## src/rtl/loudness_level_tracker_pkg.sv

```systemverilog
// Shared types and helpers for the loudness level tracker: level encoding,
// default loudness width and a saturating subtractor used by the hysteresis.
package loudness_pkg;

  localparam int LOUDNESS_W = 43;

  typedef enum logic [1:0] {
    QUIET     = 2'd0,
    MODERATE  = 2'd1,
    LOUD      = 2'd2,
    VERY_LOUD = 2'd3
  } level_t;

  // a - b, clamped at zero instead of wrapping.
  function automatic logic [LOUDNESS_W-1:0] sat_sub(input logic [LOUDNESS_W-1:0] a,
                                                    input logic [LOUDNESS_W-1:0] b);
    return (a > b) ? a - b : '0;
  endfunction

endpackage

```

## src/rtl/loudness_level_tracker_if.sv

```systemverilog
// Bundle of loudness samples, thresholds and level/alarm results between the
// loudness accumulator (master) and the level tracker (slave).
interface loudness_level_tracker_if
  import loudness_pkg::*;
#(
  parameter int LW = LOUDNESS_W
);
  logic [LW-1:0] loudness;
  logic          loudness_valid;
  logic [LW-1:0] th1;
  logic [LW-1:0] th2;
  logic [LW-1:0] th3;
  logic [LW-1:0] avg_loudness;
  level_t        level;
  logic          level_valid;
  logic          alarm;

  modport master (
    output loudness, loudness_valid, th1, th2, th3,
    input  avg_loudness, level, level_valid, alarm
  );

  modport slave (
    input  loudness, loudness_valid, th1, th2, th3,
    output avg_loudness, level, level_valid, alarm
  );
endinterface

```

## src/rtl/loudness_level_tracker_moving_avg.sv

```systemverilog
// Moving average over the last 2^AVG_LOG2 loudness windows, kept as a ring
// buffer plus a running sum so each update costs one add and one subtract.
module loudness_moving_avg #(
  parameter int LW       = 43,
  parameter int AVG_LOG2 = 2
) (
  input  logic          clk,
  input  logic          rst_n,
  input  logic [LW-1:0] in_data_i,
  input  logic          in_valid_i,
  output logic [LW-1:0] avg_o,
  output logic          avg_valid_o
);
  localparam int DEPTH = 1 << AVG_LOG2;
  localparam int SW    = LW + AVG_LOG2;

  logic [LW-1:0]       ring_q [DEPTH];
  logic [AVG_LOG2-1:0] wr_ptr_q;
  logic [SW-1:0]       sum_q;
  logic [SW-1:0]       sum_d;
  logic                avg_valid_q;

  // The entry under the write pointer is always the oldest sample.
  assign sum_d = sum_q + SW'(in_data_i) - SW'(ring_q[wr_ptr_q]);

  // NOTE: the ring is reset like any other register because empty slots must
  // read as zero for the running sum to ramp up correctly after reset.
  always_ff @(posedge clk or negedge rst_n) begin
    if (!rst_n) begin
      for (int i = 0; i < DEPTH; i++) ring_q[i] <= '0;
      wr_ptr_q    <= '0;
      sum_q       <= '0;
      avg_valid_q <= 1'b0;
    end else begin
      // NOTE: non-blocking assignments so every register samples pre-edge values.
      avg_valid_q <= in_valid_i;
      if (in_valid_i) begin
        ring_q[wr_ptr_q] <= in_data_i;
        wr_ptr_q         <= wr_ptr_q + AVG_LOG2'(1);
        sum_q            <= sum_d;
      end
    end
  end

  assign avg_o       = sum_q[SW-1:AVG_LOG2];
  assign avg_valid_o = avg_valid_q;

endmodule

```

## src/rtl/loudness_level_tracker.sv

```systemverilog
// Classifies the smoothed loudness into four levels with downward hysteresis
// and raises an alarm after HOLD consecutive VERY_LOUD updates.
module loudness_level_tracker
  import loudness_pkg::*;
#(
  parameter int LW       = LOUDNESS_W,
  parameter int AVG_LOG2 = 2,
  parameter int HYST     = 4096,
  parameter int HOLD     = 3
) (
  input  logic                     clk,
  input  logic                     reset,
  loudness_level_tracker_if.slave  bus
);
  localparam int            CW     = $clog2(HOLD + 1);
  localparam logic [CW-1:0] HOLD_C = CW'(HOLD);

  logic [LW-1:0] avg;
  logic          avg_valid;
  logic [LW-1:0] th_cur;
  level_t        raw;
  level_t        level_d;
  level_t        level_q;
  logic [CW-1:0] count_d;
  logic [CW-1:0] count_q;
  logic          alarm_q;
  logic          level_valid_q;

  loudness_moving_avg #(
    .LW       (LW),
    .AVG_LOG2 (AVG_LOG2)
  ) u_moving_avg (
    .clk         (clk),
    .rst_n       (reset),
    .in_data_i   (bus.loudness),
    .in_valid_i  (bus.loudness_valid),
    .avg_o       (avg),
    .avg_valid_o (avg_valid)
  );

  // NOTE: every always_comb output gets a default first so no latch is inferred.
  always_comb begin
    raw = QUIET;
    if      (avg >= bus.th3) raw = VERY_LOUD;
    else if (avg >= bus.th2) raw = LOUD;
    else if (avg >= bus.th1) raw = MODERATE;

    case (level_q)
      MODERATE:  th_cur = bus.th1;
      LOUD:      th_cur = bus.th2;
      VERY_LOUD: th_cur = bus.th3;
      default:   th_cur = '0;
    endcase

    // Falling only once the average clears the current threshold by HYST.
    level_d = level_q;
    if (raw >= level_q || avg < sat_sub(th_cur, LOUDNESS_W'(HYST))) level_d = raw;

    count_d = '0;
    if (level_d == VERY_LOUD) count_d = (count_q == HOLD_C) ? count_q : count_q + CW'(1);
  end

  always_ff @(posedge clk or negedge reset) begin
    if (!reset) begin
      level_q       <= QUIET;
      count_q       <= '0;
      alarm_q       <= 1'b0;
      level_valid_q <= 1'b0;
    end else begin
      level_valid_q <= avg_valid;
      if (avg_valid) begin
        level_q <= level_d;
        count_q <= count_d;
        alarm_q <= (count_d == HOLD_C);
      end
    end
  end

  assign bus.avg_loudness = avg;
  assign bus.level        = level_q;
  assign bus.level_valid  = level_valid_q;
  assign bus.alarm        = alarm_q;

endmodule

```

## src/flat_wrapper.sv

```systemverilog
// flat-port wrapper written by rule: the top's interface ports become plain ports
module loudness_level_tracker_flat import loudness_pkg::*;
#(
  parameter int LW       = LOUDNESS_W,
  parameter int AVG_LOG2 = 2,
  parameter int HYST     = 4096,
  parameter int HOLD     = 3
)
  (clk, reset, bus_loudness, bus_loudness_valid, bus_th1, bus_th2, bus_th3, bus_avg_loudness, bus_level, bus_level_valid, bus_alarm);
  loudness_level_tracker_if #(.LW(LW)) bus_i ();
  input  logic clk;
  input  logic reset;
  input wire logic [$bits(bus_i.loudness)-1:0] bus_loudness;
  input wire logic [$bits(bus_i.loudness_valid)-1:0] bus_loudness_valid;
  input wire logic [$bits(bus_i.th1)-1:0] bus_th1;
  input wire logic [$bits(bus_i.th2)-1:0] bus_th2;
  input wire logic [$bits(bus_i.th3)-1:0] bus_th3;
  output wire logic [$bits(bus_i.avg_loudness)-1:0] bus_avg_loudness;
  output wire logic [$bits(bus_i.level)-1:0] bus_level;
  output wire logic [$bits(bus_i.level_valid)-1:0] bus_level_valid;
  output wire logic [$bits(bus_i.alarm)-1:0] bus_alarm;
  assign bus_i.loudness = bus_loudness;
  assign bus_i.loudness_valid = bus_loudness_valid;
  assign bus_i.th1 = bus_th1;
  assign bus_i.th2 = bus_th2;
  assign bus_i.th3 = bus_th3;
  assign bus_avg_loudness = bus_i.avg_loudness;
  assign bus_level = bus_i.level;
  assign bus_level_valid = bus_i.level_valid;
  assign bus_alarm = bus_i.alarm;
  loudness_level_tracker #(.LW(LW), .AVG_LOG2(AVG_LOG2), .HYST(HYST), .HOLD(HOLD)) u_core (.clk(clk), .reset(reset), .bus(bus_i));
endmodule
```

## config.mk

```make
export PLATFORM = sky130hd
export DESIGN_NAME = loudness_level_tracker_flat
export DESIGN_NICKNAME = d
export VERILOG_FILES = /design/src/rtl/loudness_level_tracker_pkg.sv /design/src/rtl/loudness_level_tracker_if.sv /design/src/rtl/loudness_level_tracker_moving_avg.sv /design/src/rtl/loudness_level_tracker.sv /design/src/flat_wrapper.sv
export SDC_FILE = /design/constraint.sdc
export NUM_CORES = 1
export LEC_CHECK = 0
export CAP_MARGIN = 25
export CORE_MARGIN = 4
export CORE_UTILIZATION = 43
export DETAILED_ROUTE_END_ITERATION = 8
export DONT_BUFFER_PORTS = 1
export GPL_ROUTABILITY_DRIVEN = 0
export GPL_TIMING_DRIVEN = 0
export MAX_ROUTING_LAYER = met4
export PLACE_DENSITY = 0.55
export SYNTH_ARGS = -nofsm -noshare
export SYNTH_HDL_FRONTEND = slang
export SYNTH_HIERARCHICAL = 1
export SYNTH_SLANG_ARGS = --single-unit
```

## constraint.sdc

```tcl
create_clock -name clk -period 7 [get_ports clk]
set_input_delay 0.7 -clock clk [delete_from_list [all_inputs] [get_ports clk]]
set_output_delay 0.7 -clock clk [all_outputs]
set_load 0.02 [all_outputs]
```

* Word-level counts from Yosys, hierarchy flattened
Cells that the tools add are included.
** Operators by class
- Multiplexer cells :: 14
- Equal/unequal tests :: 6
- Magnitude comparators :: 8
- Bitwise operators :: 1
- Reduce and logical (&&, ||, !) cells :: 2
- Add/sub/neg operators :: 5
** Operators by type and width (number)
- $bwmux 172 :: 1
- $mux 43 :: 4
- $ge 43x43->1 :: 3
- $pmux 43 s3 :: 1
- $bmux 43 s2 :: 1
- $demux 43 s2 :: 1
- $add 45x43->45 :: 1
- $sub 45x43->45 :: 1
- $gt 43x13->1 const B :: 1
- $lt 43x43->1 :: 1
- $sub 43x13->43 const B :: 1
- $eq 2x2->1 const B :: 5
- $mux 2 :: 5
- $add 2x1->2 const B :: 2
- $ge 3x3->1 const B :: 1
- $lt 3x1->1 const B :: 1
- $not 2->3 :: 1
- $eq 2x1->1 const B :: 1
- $ge 2x2->1 :: 1
- $logic_and 1x1->1 :: 1
- $logic_or 1x1->1 :: 1
- $mux 1 :: 1
** Word-level totals
- Register bits :: 226
- Input bits :: 175
- Output and inout port bits :: 47
- Logic and storage cells :: 47

* Longest topological paths before layout
Gate-level depths: netlist (run 1).
- Word-level depth :: 10
- Depth in mapped cells :: 25
- Depth with buffers taken out :: 20

* By module
The synthesis (run 1) kept the hierarchy.
** By module, submodules not included
- loudness_moving_avg :: area an instance 13490.4 sq um, cells each 1435, sequential area each 5505.3 sq um, times used 1
- loudness_level_tracker :: area an instance 6398.6 sq um, cells each 865, sequential area each 150.1 sq um, times used 1

* Worst setup path before layout (run 1)
OpenSTA, ideal clock, no wires.
- Kind :: reg-to-reg
- Start :: register u_core.level_q[1], in the netlist u_core/bus.level[1]
- End :: register u_core.level_q[1], in the netlist u_core/bus.level[1]
- Data arrival time :: 4.531 ns
- Buffers on the path :: 3
- Library setup time :: 0.125 ns
- Period minus slack after synthesis :: 4.656 ns
- Required time :: 6.875 ns
- Cell stages (with the launch flop) :: 22
- Setup slack :: 2.344 ns
- Path through :: dfrtp_1 buf_2 nor2b_1 buf_2 buf_2 a22oi_1 ha_1 nand2_1 nor2_4 nand4_1 nor4_1 xor2_1 nand2_1 ha_1 nand4_1 nor2_1 nand3_1 or3_1 o311ai_1 o211ai_4 nand2_1 mux2_2
** On the way
- Cells in the longest elaborated chain, start to end :: 7
- Elaborated cells on any way between the ends :: 11
- Classes of those cells :: add/sub (1); order compare (3); eq/ne (3); mux (3); reduce/logical (1)
** Ends and longest elaborated chain
- start, declared :: RTL line loudness_level_tracker.sv:23 : level_t level_q;
- start signal, assigned :: RTL line loudness_level_tracker.sv:72 : level_q <= level_d;
- $eq 2x2->1 or $eq 2x1->1 (tied branches) :: RTL line loudness_level_tracker.sv:48 : case (level_q)
- $pmux 43 s3 :: RTL line loudness_level_tracker.sv:48
- $sub 43x13->43 or $gt 43x13->1 (tied branches) :: RTL line loudness_level_tracker_pkg.sv:17 : return (a > b) ? a - b : '0;
- $mux 43 :: RTL line loudness_level_tracker_pkg.sv:17
- $lt 43x43->1 :: RTL line loudness_level_tracker.sv:57 : if (raw >= level_q || avg < sat_sub(th_cur, LOUDNESS_W'(HYST))) level_d = raw;
- $logic_or 1x1->1 :: RTL line loudness_level_tracker.sv:57
- $mux 2 * :: RTL line loudness_level_tracker.sv:57
Every way passes the cells marked *; elsewhere a longest branch is shown, timed or not.
A chain may end at the register's enable or synchronous reset.

* Final worst setup path (run 1)
Ends and elaborated chain as after synthesis.

==> results.sh, run 1 <==
export IMPL_status="completed"
export IMPL_wl_um=62500
export IMPL_io_pins=222
export IMPL_layout_nets=2770
export IMPL_synth_edf_count=0
export IMPL_slowest_stage="nor4_2"
export IMPL_critPathBufInv=3
export IMPL_synth_most_common_cell="inv_1"
export IMPL_yosysTopAreaCell="dfrtp_1"
export IMPL_clk_path_buf_depth=3
export IMPL_io_buffers=0
export IMPL_cts_sinks=226
export IMPL_min_path_type="in -> reg"
export IMPL_path_cells="inv_2 -> buf_1 -> buf_2 -> o21ai_1 -> nor4_2 -> nand2_1 -> nor4_2 -> nor3b_2 -> xor2_1 -> nand2_1 -> ha_1 -> nand4_1 -> nor2_1 -> nand3_1 -> or3_1 -> o311ai_1 -> o211ai_4 -> nand2_1 -> mux2_2"
export IMPL_async_flop_share_pct=100
export IMPL_worstReg2RegEnd="u_core/bus.level[1]"
export IMPL_crit_path_end_kind="flop"
export IMPL_synthFlopType="dfrtp_1"
export IMPL_min_from="bus_loudness_valid"
export IMPL_dpl_worst_slack_ns=1.03
export IMPL_antenna_found_initial=0
export IMPL_synth_top_cell_area_share_pct=28.4
export IMPL_cp_required_ns=7.42
export IMPL_rows=78
export IMPL_drt_pass1_iterations=5
export IMPL_crit_family="simple AND/OR/NAND/NOR gates"
export IMPL_period_share_pct=86.7
export IMPL_die_area_um2=49800
export IMPL_vias=16727
export IMPL_min_to="u_core/u_moving_avg/avg_valid_o"
export IMPL_grt_pass1_vias=17001
export IMPL_cts_tree="built"
export IMPL_diodes=0
export IMPL_viasPerCell=5.68
export IMPL_setup_viol=0
export IMPL_yosysWarnings=6
export IMPL_finalClockSkew_ns=0.0317
export IMPL_initial_core_util_pct=43.6
export IMPL_critPathKind="reg -> reg"
export IMPL_clock_fmax_ghz=0.165
export IMPL_finalSetupTns_ns=0
export IMPL_reg2reg_depth=19
export IMPL_die_height_um=223
export IMPL_syn_area_um2=19900
export IMPL_r2r_start="u_core/bus.level[1]"
export IMPL_start_kind="flop"
export IMPL_setup_ws_ns=0.928
export IMPL_hpwl_um=50500
export IMPL_grt_max_degree=227
export IMPL_core_um2=45600
export IMPL_clkLatencyLatePin_ns=0.55
export IMPL_cp_num_cells=19
export IMPL_root_buffer="clkbuf_16"
export IMPL_netlist_instances=2300
export IMPL_synth_seq_area_share_pct=28.4
export IMPL_ant_nets=0
export IMPL_worstMarginPinSlew_ns=1.11
export IMPL_wl_per_cell_um=21.2
export IMPL_cpMostUsedCell="nand2_1"
export IMPL_ff2ff_setup_slack_ns=0.93
export IMPL_cap_viol_max_count=0
export IMPL_holdPathStages=0
export IMPL_syn_num_nets=2742
export IMPL_grtUsageTotal_pct=25.1
export IMPL_netlist_top_cells_area="dfrtp_1 28%, ha_1 14%, inv_1 6.1%"
export IMPL_ys_types=88
export IMPL_cts_buffers=25
export IMPL_grt_overflow_total=0
export IMPL_route_detailed_drc=0
export IMPL_grt_pass1_wl_um=97200
export IMPL_synth_area_per_cell_um2=8.65
export IMPL_synth_seq_cells=226
export IMPL_chipWidth_um=223
export IMPL_cts_max_level=1
export IMPL_drive_above_1_share_pct=8.56
export IMPL_min_period_ns=6.07
export IMPL_syn2layout_area_growth_pct=8.08
export IMPL_cp_slowest_stage_delay_ns=0.73
export IMPL_hold_viol=0
export IMPL_rsz0062_at_grt="false"
export IMPL_slew_headroom_pct=26.2
export IMPL_clk_pin_slew_worst_paths_ns=0.06
export IMPL_crit_arrival_ns=6.49
export IMPL_drtIter0Drc=1143
export IMPL_final_max_slew_violation_count=0
export IMPL_ys_top_cells_by_count="324 x inv_1, 304 x nand2_1, 243 x o21ai_0"
export IMPL_crit_path_max_fanout=10
==> metrics by stage <==
step	util [%]	hold slack, ns	instance area [µm²]	std cells
final	47.2	0.194	21500	2947
after global routing	47.2	0.170	21500	2947
after CTS	47.2	0.164	21500	2947
after detailed placement	45.3	0.409	20600	2900
after global placement	45.3	0.412	20600	2900
after floorplan	-	0.352	19900	2300
==> timing repair <==
item,4_1_cts,5_1_grt
endpoints found under the hold margin,226,0
resized for setup,0,0
hold buffers,1,0
setup buffers,0,0
==> worst reg2reg max path: stages (launching register included) <==
cell      delay [ns]
dfrtp_1         0.50
inv_2           0.27
buf_1           0.52
buf_2           0.39
o21ai_1         0.17
nor4_2          0.29
nand2_1         0.14
nor4_2          0.73
nor3b_2         0.31
xor2_1          0.16
nand2_1         0.08
ha_1            0.35
nand4_1         0.10
nor2_1          0.23
nand3_1         0.18
or3_1           0.46
o311ai_1        0.46
o211ai_4        0.19
nand2_1         0.11
mux2_2          0.33
==> state kept, by name, summed over array words and instances (netlist names) <==
| name | flops |
|---|---|
| u_core/bus.alarm | 1 |
| u_core/bus.level | 2 |
| u_core/bus.level_valid | 1 |
| u_core/count_q | 2 |
| u_core/u_moving_avg/avg_valid_o | 1 |
| u_core/u_moving_avg/ring_q | 172 |
| u_core/u_moving_avg/sum_q | 45 |
| u_core/u_moving_avg/wr_ptr_q | 2 |
==> cell usage in the layout, fill, tap and decap left out, types with 6 or more instances in the layout <==
cell type  netlist  final
inv_1          324    324
nand2b_1        12     12
o21bai_1        11     11
a21oi_1         94     94
a211oi_1        19     19
nand3b_1        20     20
a21o_1          62     62
and3_1          12     12
fa_1            43     43
o21ai_1         34     34
clkbuf_16        0     25
nor2_1          67     67
buf_1           14     14
or3_1            6      6
a211o_1          9      9
mux4_2          43     43
ha_1           224    224
nand4_1         50     50
nor3_1          29     29
clkbuf_8         5      8
o21a_1          16     16
mux2i_1         49     49
dfrtp_1        226    226
xor2_1          23     23
o31ai_1          9      9
nand3_1         37     37
nor4_1           8      8
clkbuf_1        62     66
buf_2           15     15
nand2_1        304    304
o2bb2ai_1       16     16
o21ai_0        243    243
buf_4           46     46
nor2b_1         11     11
xnor2_1         28     28
o211ai_1        17     17
==> worst max path at each step <==
stage / to / start / slack (ns)
3_5_place_dp: u_core/count_q[0] / u_core/bus.level[1] / 1.03
6_report: u_core/bus.level[1] / u_core/bus.level[1] / 0.93
2_1_floorplan: u_core/bus.level[1] / u_core/bus.level[1] / 2.34
4_1_cts: u_core/count_q[0] / u_core/bus.level[1] / 1.0
3_3_place_gp: u_core/bus.level[1] / u_core/bus.level[1] / 1.03
5_1_grt: u_core/count_q[0] / u_core/bus.level[1] / 0.70
==> cells by family after synthesis <==
group | synth area share, %
buffers and inverters | 10.5
XOR/XNOR | 2.25
AND/OR/NAND/NOR | 14.0
multiplexers | 7.73
adder cells (fa/ha/maj) | 18.4
flip-flops | 28.4
AO/OA/AOI/OAI | 18.7
==> area by class of cell <==
type	count	area [µm²]
sequential	226	5660
clock buffer	32	682
timing repair buffer	1	27.5
inverter	325	1220
buffer	149	861
fill	4453	24100
tap	600	751
multi-input combinational	1600	12200
clock inverter	14	146
==> routing by layer <==
| metal | GRT usage [%] | part of all wire (%) |
|---|---|---|
| met1 | 33.2 | 44 |
| met2 | 41.0 | 46 |
| met3 | 3.08 | 6.0 |
| met4 | 7.26 | 3.3 |
| met5 | - | 0 |
Power of run 1 is left out: the tool's default activity adds up to more than one toggle a clock period on the data nets, which glitch-free logic cannot reach.
==> inputs of run 2 (changes only) <==
--- a/config.mk
+++ b/config.mk
@@ -13,7 +13,6 @@
 export GPL_ROUTABILITY_DRIVEN = 0
 export GPL_TIMING_DRIVEN = 0
 export MAX_ROUTING_LAYER = met4
-export PLACE_DENSITY = 0.55
 export SYNTH_ARGS = -nofsm -noshare
 export SYNTH_HDL_FRONTEND = slang
 export SYNTH_HIERARCHICAL = 1
==> run 2 against run 1 <==
Fmax fell by 0.88%. Setup slack worse by 0.054 ns. Critical endpoint is now u_core/bus.alarm. Non-clock buffer count is the same. Register-to-register slack worse by 0.05 ns. Design area down 0.20%.
==> results.sh, run 2 (synthesized netlist as in run 1, its figures left out) <==
export IMPL_status="completed"
export IMPL_cts_sinks=226
export IMPL_wl_um=62200
export IMPL_rsz0062_at_grt="false"
export IMPL_core_um2=45600
export IMPL_crit_path_end_kind="flop"
export IMPL_wl_per_cell_um=21.1
export IMPL_largest_register_ffs=172
export IMPL_cp_slowest_stage_delay_ns=0.53
export IMPL_critPathBufInv=5
export IMPL_cts_max_level=1
export IMPL_hpwl_um=50600
export IMPL_antenna_found_initial=0
export IMPL_root_buffer="clkbuf_16"
export IMPL_drive_above_1_share_pct=8.40
export IMPL_period_share_pct=87.5
export IMPL_final_cell_mix="324 x inv_1, 304 x nand2_1, 243 x o21ai_0"
export IMPL_slowest_stage="buf_1"
export IMPL_chipWidth_um=223
export IMPL_grt_overflow_total=0
export IMPL_drt_pass1_iterations=7
export IMPL_path_cells="buf_2 -> nor2b_1 -> buf_2 -> buf_2 -> a22oi_1 -> ha_1 -> nand4_1 -> o21a_1 -> nor2_1 -> nand3_1 -> buf_2 -> buf_1 -> nand2_1 -> ha_1 -> nand4_1 -> nor2_1 -> nand3_1 -> or3_1 -> o311ai_1 -> o211ai_4 -> mux2i_1 -> o22ai_1"
export IMPL_top_regs="u_core/u_moving_avg/ring_q: 172 flops, u_core/u_moving_avg/sum_q: 45 flops"
export IMPL_finalClockSkew_ns=0.0315
export IMPL_ff2ff_setup_slack_ns=0.87
export IMPL_clk_pin_slew_worst_paths_ns=0.06
export IMPL_grt_max_degree=227
export IMPL_clkLatencyLatePin_ns=0.54
export IMPL_cts_tree="built"
export IMPL_clock_fmax_ghz=0.163
export IMPL_drtIter0Drc=1203
export IMPL_setup_viol=0
export IMPL_cpMostUsedCell="buf_2"
export IMPL_nFillCells=4412
export IMPL_cts_buffers=24
export IMPL_final_max_slew_violation_count=0
export IMPL_slew_headroom_pct=16.3
export IMPL_grtUsageTotal_pct=24.8
export IMPL_syn2layout_area_growth_pct=7.86
export IMPL_clk_path_buf_depth=3
export IMPL_die_height_um=223
export IMPL_crit_family="buffers and inverters"
export IMPL_max_flop_register="u_core/u_moving_avg/ring_q"
export IMPL_viasPerCell=5.74
export IMPL_final_common_cell="inv_1"
export IMPL_rows=78
export IMPL_cp_required_ns=7.38
export IMPL_hold_viol=0
export IMPL_io_pins=222
export IMPL_grt_pass1_wl_um=96500
export IMPL_ant_nets=0
export IMPL_die_area_um2=49800
export IMPL_start_kind="flop"
export IMPL_min_period_ns=6.13
export IMPL_min_path_type="in -> async"
export IMPL_finalSetupTns_ns=0
export IMPL_worstMarginPinSlew_ns=1.25
export IMPL_critPathKind="reg -> reg"
export IMPL_layout_nets=2769
export IMPL_io_buffers=0
export IMPL_grt_pass1_vias=17266
export IMPL_vias=16900
export IMPL_crit_arrival_ns=6.51
export IMPL_initial_core_util_pct=43.6
export IMPL_cap_viol_max_count=0
export IMPL_fin_hold_ws_ns=0.101
export IMPL_route_detailed_drc=0
export IMPL_crit_path_max_fanout=10
## run 2: changes by cell type in the layout (fill, tap and decap cells not counted), sizes merged
cell	previous run	this run
bufinv	2	1
clkbuf	99	101
clkinvlp	2	1
diode	0	1
inv	328	326
## run 2: per-layer routing
metal,track usage (%),vias up,wire length [µm]
li1,-,7993,-
met1,32.0,8111,26400
met2,40.7,663,29200
met3,3.01,133,4190
met4,8.73,0,2410
met5,-,-,0
## run 2: final timing paths
| path | depth (start not counted) | start | end |
|---|---|---|---|
| worst max-delay path | 22 | u_core/bus.level[1] | u_core/bus.alarm |
| worst min-delay path | 1 | reset | u_core/u_moving_avg/ring_q[8] |
| worst max register to register | 22 | u_core/bus.level[1] | u_core/bus.alarm |
| worst min register to register | 0 | u_core/u_moving_avg/avg_valid_o | u_core/bus.level_valid |
| max in group asynchronous | 1 | reset | u_core/u_moving_avg/ring_q[38] |
| min in group clk | 0 | bus_loudness_valid | u_core/u_moving_avg/avg_valid_o |
## run 2: timing repair
item                                    CTS  global route
resized for setup                         0             0
setup buffers                             0             0
endpoints found under the hold margin   226             0
hold buffers                              1             0
endpoints found under the setup margin    0             0
## run 2: layout make-up
cell class	count	area [µm²]	area share (%)
Multi-Input combinational cell	1600	12200	56.7
Sequential cell	226	5660	26.4
Inverter	325	1220	5.69
Buffer	149	861	4.01
Tap cell	600	751	3.50
Clock buffer	34	689	3.21
Clock inverter	10	92.6	0.432
Timing Repair Buffer	1	27.5	0.128
Antenna cell	1	2.50	0.0117
## run 2: through the flow
| step | setup WS, ns | cell area (µm²) | instances | util [%] |
|---|---|---|---|---|
| 5_1_grt | 0.535 | 21400 | 2945 | 47.1 |
| 4_1_cts | 0.917 | 21400 | 2945 | 47.1 |
| 3_5_place_dp | 0.911 | 20600 | 2900 | 45.3 |
| 2_1_floorplan | 2.34 | 19900 | 2300 | - |
| 3_3_place_gp | 0.987 | 20600 | 2900 | 45.3 |
| 6_report | 0.874 | 21500 | 2946 | 47.1 |
Power of run 2 is left out for the same reason.
